### config.mk
export PLATFORM = sky130hd
export DESIGN_NAME = count_scheduler
export DESIGN_NICKNAME = d
export VERILOG_FILES = /design/src/rtl/count_sched_pkg.sv /design/src/rtl/rr_arbiter.sv /design/src/rtl/count_scheduler.sv
export SDC_FILE = /design/constraint.sdc
export NUM_CORES = 1
export LEC_CHECK = 0
export BUFFER_PORTS_ARGS = -buffer_cell sky130_fd_sc_hd__buf_2
export CELL_PAD_IN_SITES_DETAIL_PLACEMENT = 1
export CELL_PAD_IN_SITES_GLOBAL_PLACEMENT = 1
export CORE_ASPECT_RATIO = 2
export CORE_UTILIZATION = 30
export DETAILED_ROUTE_END_ITERATION = 16
export PLACE_DENSITY_LB_ADDON = 0.3
export SYNTH_ARGS = -nofsm -noshare
export SYNTH_HDL_FRONTEND = slang
export SYNTH_SLANG_ARGS = --single-unit
### constraint.sdc
create_clock -name clk -period 7.2 [get_ports clk]
set_input_delay 0.36 -clock clk [delete_from_list [all_inputs] [get_ports clk]]
set_output_delay 0.36 -clock clk [all_outputs]
set_load 0.05 [all_outputs]
### src/rtl/count_sched_pkg.sv
// Shared types and default sizing for the time-multiplexed counter scheduler.
package count_sched_pkg;
  typedef enum logic [1:0] {IDLE, ACTIVE, STALL} state_e;
  localparam int unsigned NCH_DEF   = 4;
  localparam int unsigned WIDTH_DEF = 4;
endpackage

### src/rtl/rr_arbiter.sv
// Combinational round-robin pick: first eligible channel at or after ptr, wrapping.
module rr_arbiter #(
  parameter int NCH = 4,
  parameter int PW  = $clog2(NCH)
) (
  input  logic [NCH-1:0] elig_i,
  input  logic [PW-1:0]  ptr_i,
  output logic [NCH-1:0] win_o,
  output logic [PW-1:0]  ptr_nxt_o
);
  logic          found;
  logic [PW-1:0] idx;

  always_comb begin
    win_o     = '0;
    ptr_nxt_o = ptr_i;
    found     = 1'b0;
    idx       = '0;
    for (int off = 0; off < NCH; off++) begin
      idx = PW'((int'(ptr_i) + off) % NCH);
      if (!found && elig_i[idx]) begin
        found      = 1'b1;
        win_o[idx] = 1'b1;
        ptr_nxt_o  = PW'((int'(idx) + 1) % NCH);
      end
    end
  end
endmodule

### src/rtl/count_scheduler.sv
// NCH counters sharing one incrementer; a round-robin arbiter picks one channel per cycle.
module count_scheduler
  import count_sched_pkg::*;
#(
  parameter int NCH   = NCH_DEF,
  parameter int WIDTH = WIDTH_DEF
) (
  input  logic                    clk,
  input  logic                    reset,
  input  logic                    en,
  input  logic [NCH-1:0]          req,
  input  logic [NCH-1:0]          clear,
  input  logic [$clog2(NCH)-1:0]  rd_sel,
  output logic [WIDTH-1:0]        rd_count,
  output logic [NCH-1:0]          gnt,
  output logic [NCH-1:0]          wrap,
  output logic                    busy
);
  localparam int PW = $clog2(NCH);

  state_e                     state_q, state_d;
  logic [PW-1:0]              ptr_q, ptr_nxt;
  logic [NCH-1:0][WIDTH-1:0]  cnt_q, cnt_d;
  logic [NCH-1:0]             gnt_q, wrap_q;
  logic [NCH-1:0]             elig, arb_win, win;
  logic [WIDTH-1:0]           sel_cnt, inc;
  logic                       roll;

  // A channel being cleared this cycle must not win, so it never moves ptr.
  assign elig = req & ~clear;
  assign win  = en ? arb_win : '0;

  rr_arbiter #(.NCH(NCH), .PW(PW)) u_arb (
    .elig_i    (elig),
    .ptr_i     (ptr_q),
    .win_o     (arb_win),
    .ptr_nxt_o (ptr_nxt)
  );

  // One-hot AND-OR mux into the single shared incrementer.
  always_comb begin
    sel_cnt = '0;
    for (int i = 0; i < NCH; i++)
      if (win[i]) sel_cnt = sel_cnt | cnt_q[i];
    inc  = sel_cnt + WIDTH'(1);
    roll = (|win) & (&sel_cnt);
  end

  always_comb begin
    for (int i = 0; i < NCH; i++) begin
      cnt_d[i] = cnt_q[i];
      if (clear[i])    cnt_d[i] = '0;
      else if (win[i]) cnt_d[i] = inc;
    end
  end

  always_comb begin
    state_d = IDLE;
    if (!en)        state_d = STALL;
    else if (|elig) state_d = ACTIVE;
  end

  always_ff @(posedge clk or posedge reset) begin
    if (reset) begin
      state_q <= IDLE;
      ptr_q   <= '0;
      cnt_q   <= '0;
      gnt_q   <= '0;
      wrap_q  <= '0;
    end else begin
      state_q <= state_d;
      cnt_q   <= cnt_d;
      gnt_q   <= win;
      wrap_q  <= roll ? win : '0;
      if (|win) ptr_q <= ptr_nxt;
    end
  end

  assign gnt      = gnt_q;
  assign wrap     = wrap_q;
  assign busy     = (state_q == ACTIVE);
  assign rd_count = cnt_q[rd_sel];
endmodule

### After elaboration in Yosys (flattened, before gate mapping)

Cells that the tools add are included.
Widths: inputs -> output; s select.

| cells by class | value |
|---|---|
| $lt $le $gt $ge | 9 |
| bitwise operators | 9 |
| mux-type cells | 45 |
| eq/ne operators | 1 |
| add/subtract/negate cells | 7 |
| reduce and logical (&&, ||, !) cells | 19 |

Operators by type and width:

| kind | number |
|---|---|
| $mux 4 | 19 |
| $or 4x4->4 | 6 |
| $lt 2x3->1 const B | 5 |
| $mux 1 | 12 |
| $mux 2 | 5 |
| $add 2x1->2 const B | 4 |
| $bmux 1 s2 | 4 |
| $bmux 4 s2 | 1 |
| $demux 1 s2 | 4 |
| $ge 2x1->1 const B | 4 |
| $reduce_bool 2->1 | 4 |
| $reduce_or 4->1 | 2 |
| $logic_and 1x1->1 | 7 |
| $add 2x2->2 const B | 2 |
| $add 4x1->4 const B | 1 |
| $and 4x4->4 | 1 |
| $not 4->4 | 1 |
| $reduce_and 4->1 | 1 |
| $reduce_bool 4->1 | 1 |
| $logic_not 1->1 | 3 |
| $eq 2x1->1 const B | 1 |
| $reduce_and 2->1 | 1 |
| $and 1x1->1 | 1 |

| word-level totals | value |
|---|---|
| flip-flop bits (word level) | 28 |
| output and inout port bits | 13 |
| word-level logic and storage cells | 98 |
| input bits | 13 |

### Logic depth before layout (Yosys ltp)

Gate-level depths: netlist of the first run.

| logic depth | value |
|---|---|
| depth after elaboration | 25 |
| gate-level depth with buffers | 13 |
| mapped depth without buffers | 11 |

### Hierarchy

A second synthesis of the first run with hierarchy kept.

| unflattened totals | value |
|---|---|
| cell total of the unflattened synthesis | 175 |
| area, all modules | 1851.8 sq um |

Modules (own cells, without submodules):

| module | area each (sq um) | cells an instance | sequential area each (sq um) | times used |
|---|---|---|---|---|
| count_scheduler | 1312.5 | 110 | 700.7 | 1 |
| rr_arbiter | 539.3 | 65 | 0.0 | 1 |

### Worst setup path before layout of the first run

Ideal clock, no wire load.

| timing | value |
|---|---|
| path kind | reg-to-reg |
| from | register ptr_q[0] |
| to | register cnt_q[10] (netlist bit) |
| library setup time | 0.077 ns |
| cell stages (with the launch flop) | 13 |
| path slack | 3.904 ns |
| clock period less this slack | 3.296 ns |
| arrival time | 3.218 ns |
| buffers on the path | 2 |
| data required time | 7.123 ns |
| cells stage by stage | dfrtp_1 buf_2 inv_1 ha_1 mux4_2 buf_2 a32oi_1 a21oi_1 or4_4 ha_1 xor2_1 nand2_1 a21oi_1 |

| on the way | value |
|---|---|
| cells in the longest elaborated chain, start to end | 23 |
| elaborated cells between the ends (all ways) | 59 |
| classes of those cells | 4 x add/sub; 8 x order compare; 30 x mux; 6 x bitwise; 11 x reduce/logical |

RTL lines:

| what | RTL line | source |
|---|---|---|
| start, declared | count_scheduler.sv:22 | `logic [PW-1:0] ptr_q, ptr_nxt;` |
| start signal, assigned | count_scheduler.sv:75 | `if (\|win) ptr_q <= ptr_nxt;` |
| branches (longest 11 deep; another with $lt 2x3->1) | n/a |  |
| $mux 4 * | rr_arbiter.sv:21 | `if (!found && elig_i[idx]) begin` |
| $mux 4 * | count_scheduler.sv:31 | `assign win = en ? arb_win : '0;` |
| $mux 4 | count_scheduler.sv:44 | `if (win[i]) sel_cnt = sel_cnt \| cnt_q[i];` |
| $or 4x4->4 | count_scheduler.sv:44 |  |
| $mux 4 | count_scheduler.sv:44 |  |
| $or 4x4->4 | count_scheduler.sv:44 |  |
| $mux 4 | count_scheduler.sv:44 |  |
| $or 4x4->4 | count_scheduler.sv:44 |  |
| $mux 4 | count_scheduler.sv:44 |  |
| $add 4x1->4 | count_scheduler.sv:45 | `inc = sel_cnt + WIDTH'(1);` |
| $mux 4 | count_scheduler.sv:53 | `else if (win[i]) cnt_d[i] = inc;` |
| $mux 4 | count_scheduler.sv:52 | `if (clear[i]) cnt_d[i] = '0;` |
| end signal, assigned | count_scheduler.sv:72 | `cnt_q <= cnt_d;` |
| end, declared | count_scheduler.sv:23 | `logic [NCH-1:0][WIDTH-1:0] cnt_q, cnt_d;` |

Mark *: on every way between the ends. The select of a mux whose other input is x is not followed.
A chain may end at the register's enable or synchronous reset.

### Final worst setup path of the first run

| timing | value |
|---|---|
| from | register ptr_q[0] |
| to | register cnt_q[2] (netlist bit) |

The elaborated chain is that of the path after synthesis.

==> results of run 1 <==
==> final cells by class <==
type | instances | area (um^2) | area share, %
multi-input cells | 160 | 1129 | 51.10
flip-flops and latches | 28 | 700.7 | 31.73
well taps | 84 | 105.1 | 4.759
clock buffers | 4 | 88.84 | 4.023
inverters | 16 | 60.06 | 2.720
repair buffers | 25 | 125.1 | 5.666
==> layout by cell type, fill, tap and decap left out, types with 4 or more instances in the layout <==
cell type,Yosys,final
nand2_1,30,30
dfrtp_1,28,28
nand4_1,4,4
a21oi_1,17,17
a211oi_1,8,8
a31oi_1,4,4
nand3_1,7,7
o21ai_0,6,6
or3_1,5,5
mux4_2,5,5
inv_1,16,16
ha_1,9,9
buf_2,2,25
nor2_1,15,15
nand2b_1,4,4
==> sequential cells by signal (all words and copies together), names as in the netlist <==
| name | count |
|---|---|
| ptr_q | 2 |
| state_q | 2 |
| wrap | 4 |
| gnt | 4 |
| cnt_q | 16 |
==> metrics by stage <==
step | hold WS, ps | cell area [um^2] | worst slack (ps)
2_1_floorplan | 423.1 | 1922 | 3904
3_3_place_gp | 529.4 | 2120 | 3252
3_5_place_dp | 541.5 | 2120 | 3194
4_1_cts | 379.8 | 2208 | 3178
5_1_grt | 395.7 | 2208 | 2822
6_report | 346.3 | 2208 | 3169
==> how the worst min path moves through the flow <==
stage,endpoint,slack [ps],depth (start not counted)
6_report,gnt[1],350,2
5_1_grt,cnt_q[13],400,2
2_1_floorplan,cnt_q[10],420,1
3_3_place_gp,cnt_q[11],530,2
3_5_place_dp,cnt_q[6],540,2
4_1_cts,gnt[1],380,2
==> metal layers <==
| layer | GRT usage [%] | up-vias | share of wire (%) |
|---|---|---|---|
| met5 | 0 | - | 0 |
| met2 | 39.62 | 40 | 58 |
| met4 | 12.06 | 0 | 4.9 |
| met1 | 20.50 | 874 | 35 |
| li1 | - | 827 | - |
| met3 | 1.350 | 21 | 1.9 |
==> logic make-up (layout without fill, tap and decap cells) <==
logic type / after synthesis / in the layout / synth area share (%)
AND/OR/NAND/NOR: 86 / 86 / 24.15
buffers and inverters: 21 / 45 / 4.818
adder cells (fa/ha/maj): 9 / 9 / 5.859
flip-flops: 28 / 28 / 36.46
XOR/XNOR: 1 / 1 / 0.4558
multiplexers: 9 / 9 / 8.008
AO/OA/AOI/OAI: 55 / 55 / 20.25
==> worst register-to-register path: cells and delay by family (launching register included) <==
kind	cells	cell delay, ps
fa+ha+maj	2	710
mux	2	610
simple gates	2	500
xor+xnor	1	380
flops	1	700
compound gates	3	840
buf+inv	1	230
==> power by group <==
group | internal, mW | leakage, nW | switching [mW]
combinational | 0.109 | 0.535 | 0.235
sequential | 0.178 | 0.381 | 0.0346
clock | 0.0852 | 0.0442 | 0.0530
==> flow_summary.ini, run 1 <==
[yosys]
seq_area_frac_synth_pct = 36.46
synth_cells = 209
async_flop_share_pct = 100.0
syn_area_mm2 = 0.001922
syn-num-nets = 231
synth_most_common_cell = nand2_1
yosysUniqueCellTypes = 49
netlist_top_cells_count = nand2_1, dfrtp_1, a21oi_1
synth_top_area_share_pct = 36.46
synth_top_area_cell = dfrtp_1
yosysWarnings = 0
synth_edf_count = 0
synthTopCellsByArea = dfrtp_1, ha_1, mux4_2
synth_flop_cell = dfrtp_1
syn_avg_cell_area_um2 = 9.195
synth_seq_cells = 28

[global_routing]
grt_max_degree = 29
grt_pass1_vias = 1864
grt_pass1_wl_um = 9949
gr-total-overflow = 0
antenna_found_initial = 0
grt_usage_pct = 20.50

[setup_path]
reg2reg_from = ptr_q[0]
r2r_cells = 11
cp-endpoint = cnt_q[2]
startpoint_type = register
crit_chain = inv_1 > ha_1 > mux4_2 > nor2_1 > a32oi_1 > a21boi_0 > o31a_1 > ha_1 > xor2_1 > mux2i_1 > nor2_1
cp-startpoint = ptr_q[0]
r2r_end = cnt_q[2]
path_buf_inv = 1
cp.required_ps = 7400
cp_top_family = compound AO/OA/AOI/OAI gates
critPathSlowestCell = dfrtp_1
reg2reg_slack_ps = 3170
cp_num_cells = 11
cp.arrival_ps = 4230
crit_path_end_kind = register
path_class = register to register
worst_path_largest_cell_delay_ps = 700
worstPathMaxFanout = 17

[die]
die_w_um = 58.60
dieHeight_um = 115.2
row_count = 40
start_util_pct = 31.48
io_pins = 26
core_mm2 = 0.006106
die_area_mm2 = 0.006750

[routing]
first_iter_violations = 58
firstDrtPassIters = 4
drc = 0
ant_nets = 0
via_per_inst = 5.558
routed_wl_um = 6255
num_vias = 1762
routedWlPerCell_um = 19.73

[sta]
setup_viol = 0
fin_worst_skew_ps = 2.508
relSlewSlack_pct = 29.33
rsz0062_at_grt = false
slew_violations = 0
fin_setup_tns_ps = 0
finalCritPeriodShare_pct = 55.99
fmax_ghz = 0.2480
finalCriticalPeriod_ps = 4032
hold_violations = 0
tightest_slew_ps = 1059

[cts]
clock_latency_ps = 270
cts_root_buf = clkbuf_16
cts_tree = yes
numCtsBuffers = 3
htree_levels = 1
clockBufferDepth = 2
cts_setup_buffers = 0
cts-hold-fix-buffers = 0
cts.repair.resized = 0
clk_pin_slew_ps = 70
clock-sinks = 28

[placement]
port_buffers = 25
place_inst = 313
dp_hpwl_um = 5011
gp_congestion = 0.9010

[power]
power_mw = 0.6955
power_density_mw_per_mm2 = 315.0
leakage_nw = 0.9601
ir_worst_vdd_uv = 151.8

[status]
status = finished, final reports clean

[final_layout]
area_growth_pct = 14.91
drive_above_1_share_pct = 17.60
utilization_pct = 36.17
fillers = 745
nets = 256
n_antenna_cell = 0
finalNonFillerCells = 317

[job]
drv_cap = 0

[min_path]
worstHoldPathType = input pin to asynchronous set/reset pin
Power figures use the tool's default switching activity.
==> run 2, diff against run 1 <==
==> constraint.sdc (replaced) <==
create_clock -name clk -period 3.5 [get_ports clk]
set_input_delay 0.175 -clock clk [delete_from_list [all_inputs] [get_ports clk]]
set_output_delay 0.175 -clock clk [all_outputs]
set_load 0.05 [all_outputs]
==> run 2 against run 1 <==
Against the previous run:
- worst hold slack lost 180 ps
- core utilization grew 2.2 points
- setup slack lost 3000 ps
- critical path type unchanged
==> flow_summary.ini, run 2 (synthesis results as in run 1) <==
[status]
status = finished, final reports clean

[global_routing]
grt_max_degree = 29
gr-total-overflow = 0
grt_usage_pct = 21.44
grt_pass1_wl_um = 10430
grt_pass1_vias = 2033
antenna_found_initial = 0

[setup_path]
startpoint_type = register
crit_path_end_kind = register
cp_num_cells = 9
cp_top_family = simple AND/OR/NAND/NOR gates
r2r_cells = 9
worst_path_largest_cell_delay_ps = 700
cp-startpoint = ptr_q[1]
path_buf_inv = 0
critPathSlowestCell = or4_1
reg2reg_from = ptr_q[1]
path_class = register to register
r2r_end = cnt_q[2]
cp-endpoint = cnt_q[2]
worstPathMaxFanout = 10
reg2reg_slack_ps = 120
crit_chain = and4b_1 > or4_1 > a221oi_4 > a21oi_1 > or4_4 > ha_1 > xor2_2 > mux2i_1 > nor2_1
cp.arrival_ps = 3530
cp.required_ps = 3650

[final_layout]
n_antenna_cell = 0
final_area_mm2 = 0.002341
top_register = cnt_q
mostFrequentLayoutCell = nand2_1
utilization_pct = 38.34
drive_above_1_share_pct = 23.48
nets = 270
largest_reg_flops = 16
final_cell_mix = nand2_1, dfrtp_1, buf_2
finalNonFillerCells = 331
area_growth_pct = 21.81

[cts]
cts-hold-fix-buffers = 0
cts_root_buf = clkbuf_16
numCtsBuffers = 3
cts_tree = yes
clock-sinks = 28
clock_latency_ps = 270
cts_setup_buffers = 0
htree_levels = 1
clockBufferDepth = 2
clk_pin_slew_ps = 70

[routing]
firstDrtPassIters = 4
routed_wl_um = 6703
via_per_inst = 5.598
routedWlPerCell_um = 20.25
first_iter_violations = 65
num_vias = 1853
ant_nets = 0
drc = 0

[placement]
pre_cts_slack_ps = 53.82
place_inst = 327
dpl_cell_area_mm2 = 0.002225
gp_congestion = 0.8507
port_buffers = 25
dp_hpwl_um = 5288

[sta]
fin_worst_skew_ps = 4.190
finalCritPeriodShare_pct = 96.49
finalCriticalPeriod_ps = 3377
fmax_ghz = 0.2961
fin_ws_ps = 122.8
hold_violations = 0
fin_hold_ws_ps = 161.5
slew_violations = 0
tightest_slew_ps = 1082
setup_viol = 0
relSlewSlack_pct = 27.80

[power]
leakage_nw = 1.031
share_seq_of_total_power_pct = 25.9
p_comb_share_pct = 52.7
ir_worst_vdd_uv = 300.6
p_sw_mw = 0.7173
power_density_mw_per_mm2 = 690.7
intPower_mw = 0.8996
p_clk_share_pct = 21.4
swShare_pct = 44.36

[die]
start_util_pct = 31.48
core_mm2 = 0.006106
io_pins = 26
die_w_um = 58.60
row_count = 40
die_area_mm2 = 0.006750
dieHeight_um = 115.2

[min_path]
worstHoldPathType = input pin to asynchronous set/reset pin

[job]
drv_cap = 0
[run 2: what timing repair did]
item	CTS	global route
gates resized for setup	0	3
hold endpoints to repair	0	0
setup endpoints to repair	0	12
[run 2: area by class of cell]
| type | count | area, um^2 |
|---|---|---|
| fillers | 735 | 3765 |
| inverters | 16 | 60.06 |
| clock buffers | 3 | 75.07 |
| repair buffers | 39 | 230.2 |
| clock inverters | 1 | 30.03 |
| well taps | 84 | 105.1 |
| multi-input cells | 160 | 1139 |
| flip-flops and latches | 28 | 701.9 |
[run 2: how the worst min path moves through the flow]
stage               endpoint  cells past startpoint      from  slack, ps
floorplan           cnt_q[0]                      1     reset        240
global placement      gnt[3]                      2     reset        480
detailed placement    gnt[1]                      2     reset        500
CTS                   gnt[1]                      2     reset        210
global route        cnt_q[9]                      2  clear[2]        220
finish                gnt[1]                      2     reset        160
[run 2: power groups by stage]
| stage | Sequential (mW) | Combinational, mW | Clock, mW |
|---|---|---|---|
| 2_1_floorplan | 0.461 | 0.503 | 0 |
| 3_3_place_gp | 0.419 | 0.829 | 0 |
| 3_5_place_dp | 0.423 | 0.837 | 0 |
| 4_1_cts | 0.417 | 0.841 | 0.353 |
| 5_1_grt | 0.425 | 0.912 | 0.369 |
| 6_report | 0.418 | 0.853 | 0.346 |
[run 2: metrics by stage]
stage | setup TNS (ps) | power [mW]
global route | -183.4 | 1.707
floorplan | 0 | 0.9635
CTS | 0 | 1.610
detailed placement | 0 | 1.260
global placement | 0 | 1.249
finish | 0 | 1.617
[run 2: routing by layer]
metal | global-route usage (%) | vias up | part of all wire, % | routed length, um
met5 | 0 | - | 0 | 0
li1 | - | 851 | - | -
met1 | 20.25 | 933 | 35 | 2318
met3 | 1.125 | 21 | 2.2 | 145
met4 | 15.40 | 0 | 5.4 | 364
met2 | 41.53 | 48 | 58 | 3875
==> run 3, diff against run 2 <==
--- a/config.mk
+++ b/config.mk
@@ -6,8 +6,6 @@
 export NUM_CORES = 1
 export LEC_CHECK = 0
 export BUFFER_PORTS_ARGS = -buffer_cell sky130_fd_sc_hd__buf_2
-export CELL_PAD_IN_SITES_DETAIL_PLACEMENT = 1
-export CELL_PAD_IN_SITES_GLOBAL_PLACEMENT = 1
 export CORE_ASPECT_RATIO = 2
 export CORE_UTILIZATION = 30
 export DETAILED_ROUTE_END_ITERATION = 16
==> run 3 against run 2 <==
Against the previous run:
- sequential cell count unchanged
- via count increased by 2.5%
- cell count increased by 1.2%
- final area up 2.7%
==> flow_summary.ini, run 3 (synthesis results as in run 1) <==
[sta]
relSlewSlack_pct = 27.32
fin_setup_tns_ps = 0
fin_worst_skew_ps = 4.319
tightest_slew_ps = 1089
setup_viol = 0
fin_ws_ps = 157.0
hold_violations = 0
fmax_ghz = 0.2991
finalCritPeriodShare_pct = 95.51
rsz0062_at_grt = false
slew_violations = 0
finalCriticalPeriod_ps = 3343

[cts]
clock_latency_ps = 270
cts-hold-fix-buffers = 0
cts_tree = yes
numCtsBuffers = 3
clk_pin_slew_ps = 70
htree_levels = 1
clockBufferDepth = 2
cts_root_buf = clkbuf_16
clock-sinks = 28

[final_layout]
n_antenna_cell = 0
fillers = 640
area_growth_pct = 25.07
final_cell_mix = nand2_1, dfrtp_1, buf_2
top_register = cnt_q
mostFrequentLayoutCell = nand2_1
nets = 274
drive_above_1_share_pct = 27.09
largest_reg_flops = 16

[routing]
num_vias = 1900
drc = 0
routed_wl_um = 6442
first_iter_violations = 84
ant_nets = 0
routedWlPerCell_um = 19.23
via_per_inst = 5.672
firstDrtPassIters = 4

[global_routing]
met1_usage_pct = 18.72
grt_usage_pct = 21.05
grt_max_degree = 29
gr-total-overflow = 0
gr-usage-met3_pct = 2.587
top_usage_layer = met2
grt_pass1_vias = 1989
met2_usage_pct = 39.16
antenna_found_initial = 0
grt_pass1_wl_um = 10230

[placement]
gp_congestion = 0.9844
port_buffers = 25
dp_hpwl_um = 5060
pre_cts_slack_ps = -48.14

[setup_path]
cp.required_ps = 3690
cp.arrival_ps = 3530
startpoint_type = register
path_class = register to register
critPathSlowestCell = or4_4
worstPathMaxFanout = 7
worst_path_largest_cell_delay_ps = 570
crit_path_end_kind = register
crit_chain = inv_1 > ha_1 > and3_1 > o21a_1 > buf_4 > a221oi_4 > a21oi_1 > or4_4 > ha_1 > xor2_2 > nand2_1 > a21oi_1

[job]
drv_cap = 0

[die]
start_util_pct = 31.48
io_pins = 26
row_count = 40
core_mm2 = 0.006106
dieHeight_um = 115.2
die_area_mm2 = 0.006750
die_w_um = 58.60

[power]
power_mw = 1.637
leakage_nw = 1.059
ir_worst_vdd_uv = 215.0
power_density_mw_per_mm2 = 681.0

[min_path]
worstHoldPathType = input pin to asynchronous set/reset pin

[status]
status = finished, final reports clean
-- run 3: cell type report --
class,instances,area (um^2),share of cell area (%)
multi-input combinational,160,1170,48.67
sequential,28,703.2,29.26
clock buffer,3,75.07,3.123
timing repair buffer,43,260.3,10.83
clock inverter,1,30.03,1.249
tap,84,105.1,4.373
inverter,16,60.06,2.499
-- run 3: repair_timing --
action                                  4_1_cts  5_1_grt
endpoints found under the setup margin        4       16
gates resized for setup                       2        8
pin swaps                                     0        3
setup buffers                                 0        2
-- run 3: power by group --
part | total, mW | switching [mW] | internal [mW]
Sequential | 0.427 | 0.0575 | 0.370
Combinational | 0.868 | 0.546 | 0.322
Clock | 0.342 | 0.114 | 0.228
Total | 1.64 | 0.717 | 0.920
-- run 3: worst max-delay path: cells and delay by family, from the launching register on --
| family | cells | cell delay (ps) |
|---|---|---|
| AOI/OAI and AO/OA | 4 | 860 |
| xor gates and xnor gates | 1 | 250 |
| adders and majority gates | 2 | 630 |
| buffers and inverters | 2 | 250 |
| DFF | 1 | 420 |
| and+or+nand+nor | 3 | 860 |
-- run 3: routing by layer --
layer	up-vias	part of all wire, %
met5	-	0
met4	0	8.0
li1	865	-
met1	908	33
met3	36	4.1
met2	91	55
-- run 3: stage by stage --
stage	cells	area (um^2)	hold WS, ps	utilization, %
floorplan	209	1922	238.1	-
global placement	329	2240	465.5	36.68
detailed placement	329	2240	461.6	36.68
CTS	333	2360	178.5	38.65
global route	335	2404	193.3	39.36
finish	335	2404	174.4	39.36
-- run 3: worst paths after layout --
| kind | from | end | slack (ps) | depth (start not counted) |
|---|---|---|---|---|
| setup reg to reg | ptr_q[0] | cnt_q[10] | 160 | 12 |
| max in group asynchronous | reset | ptr_q[0] | 2600 | 2 |
| setup / recovery | ptr_q[0] | cnt_q[10] | 160 | 12 |
| hold / removal | reset | cnt_q[4] | 170 | 2 |
| hold reg to reg | cnt_q[7] | cnt_q[7] | 550 | 2 |
| min in group clk | clear[3] | cnt_q[13] | 190 | 2 |
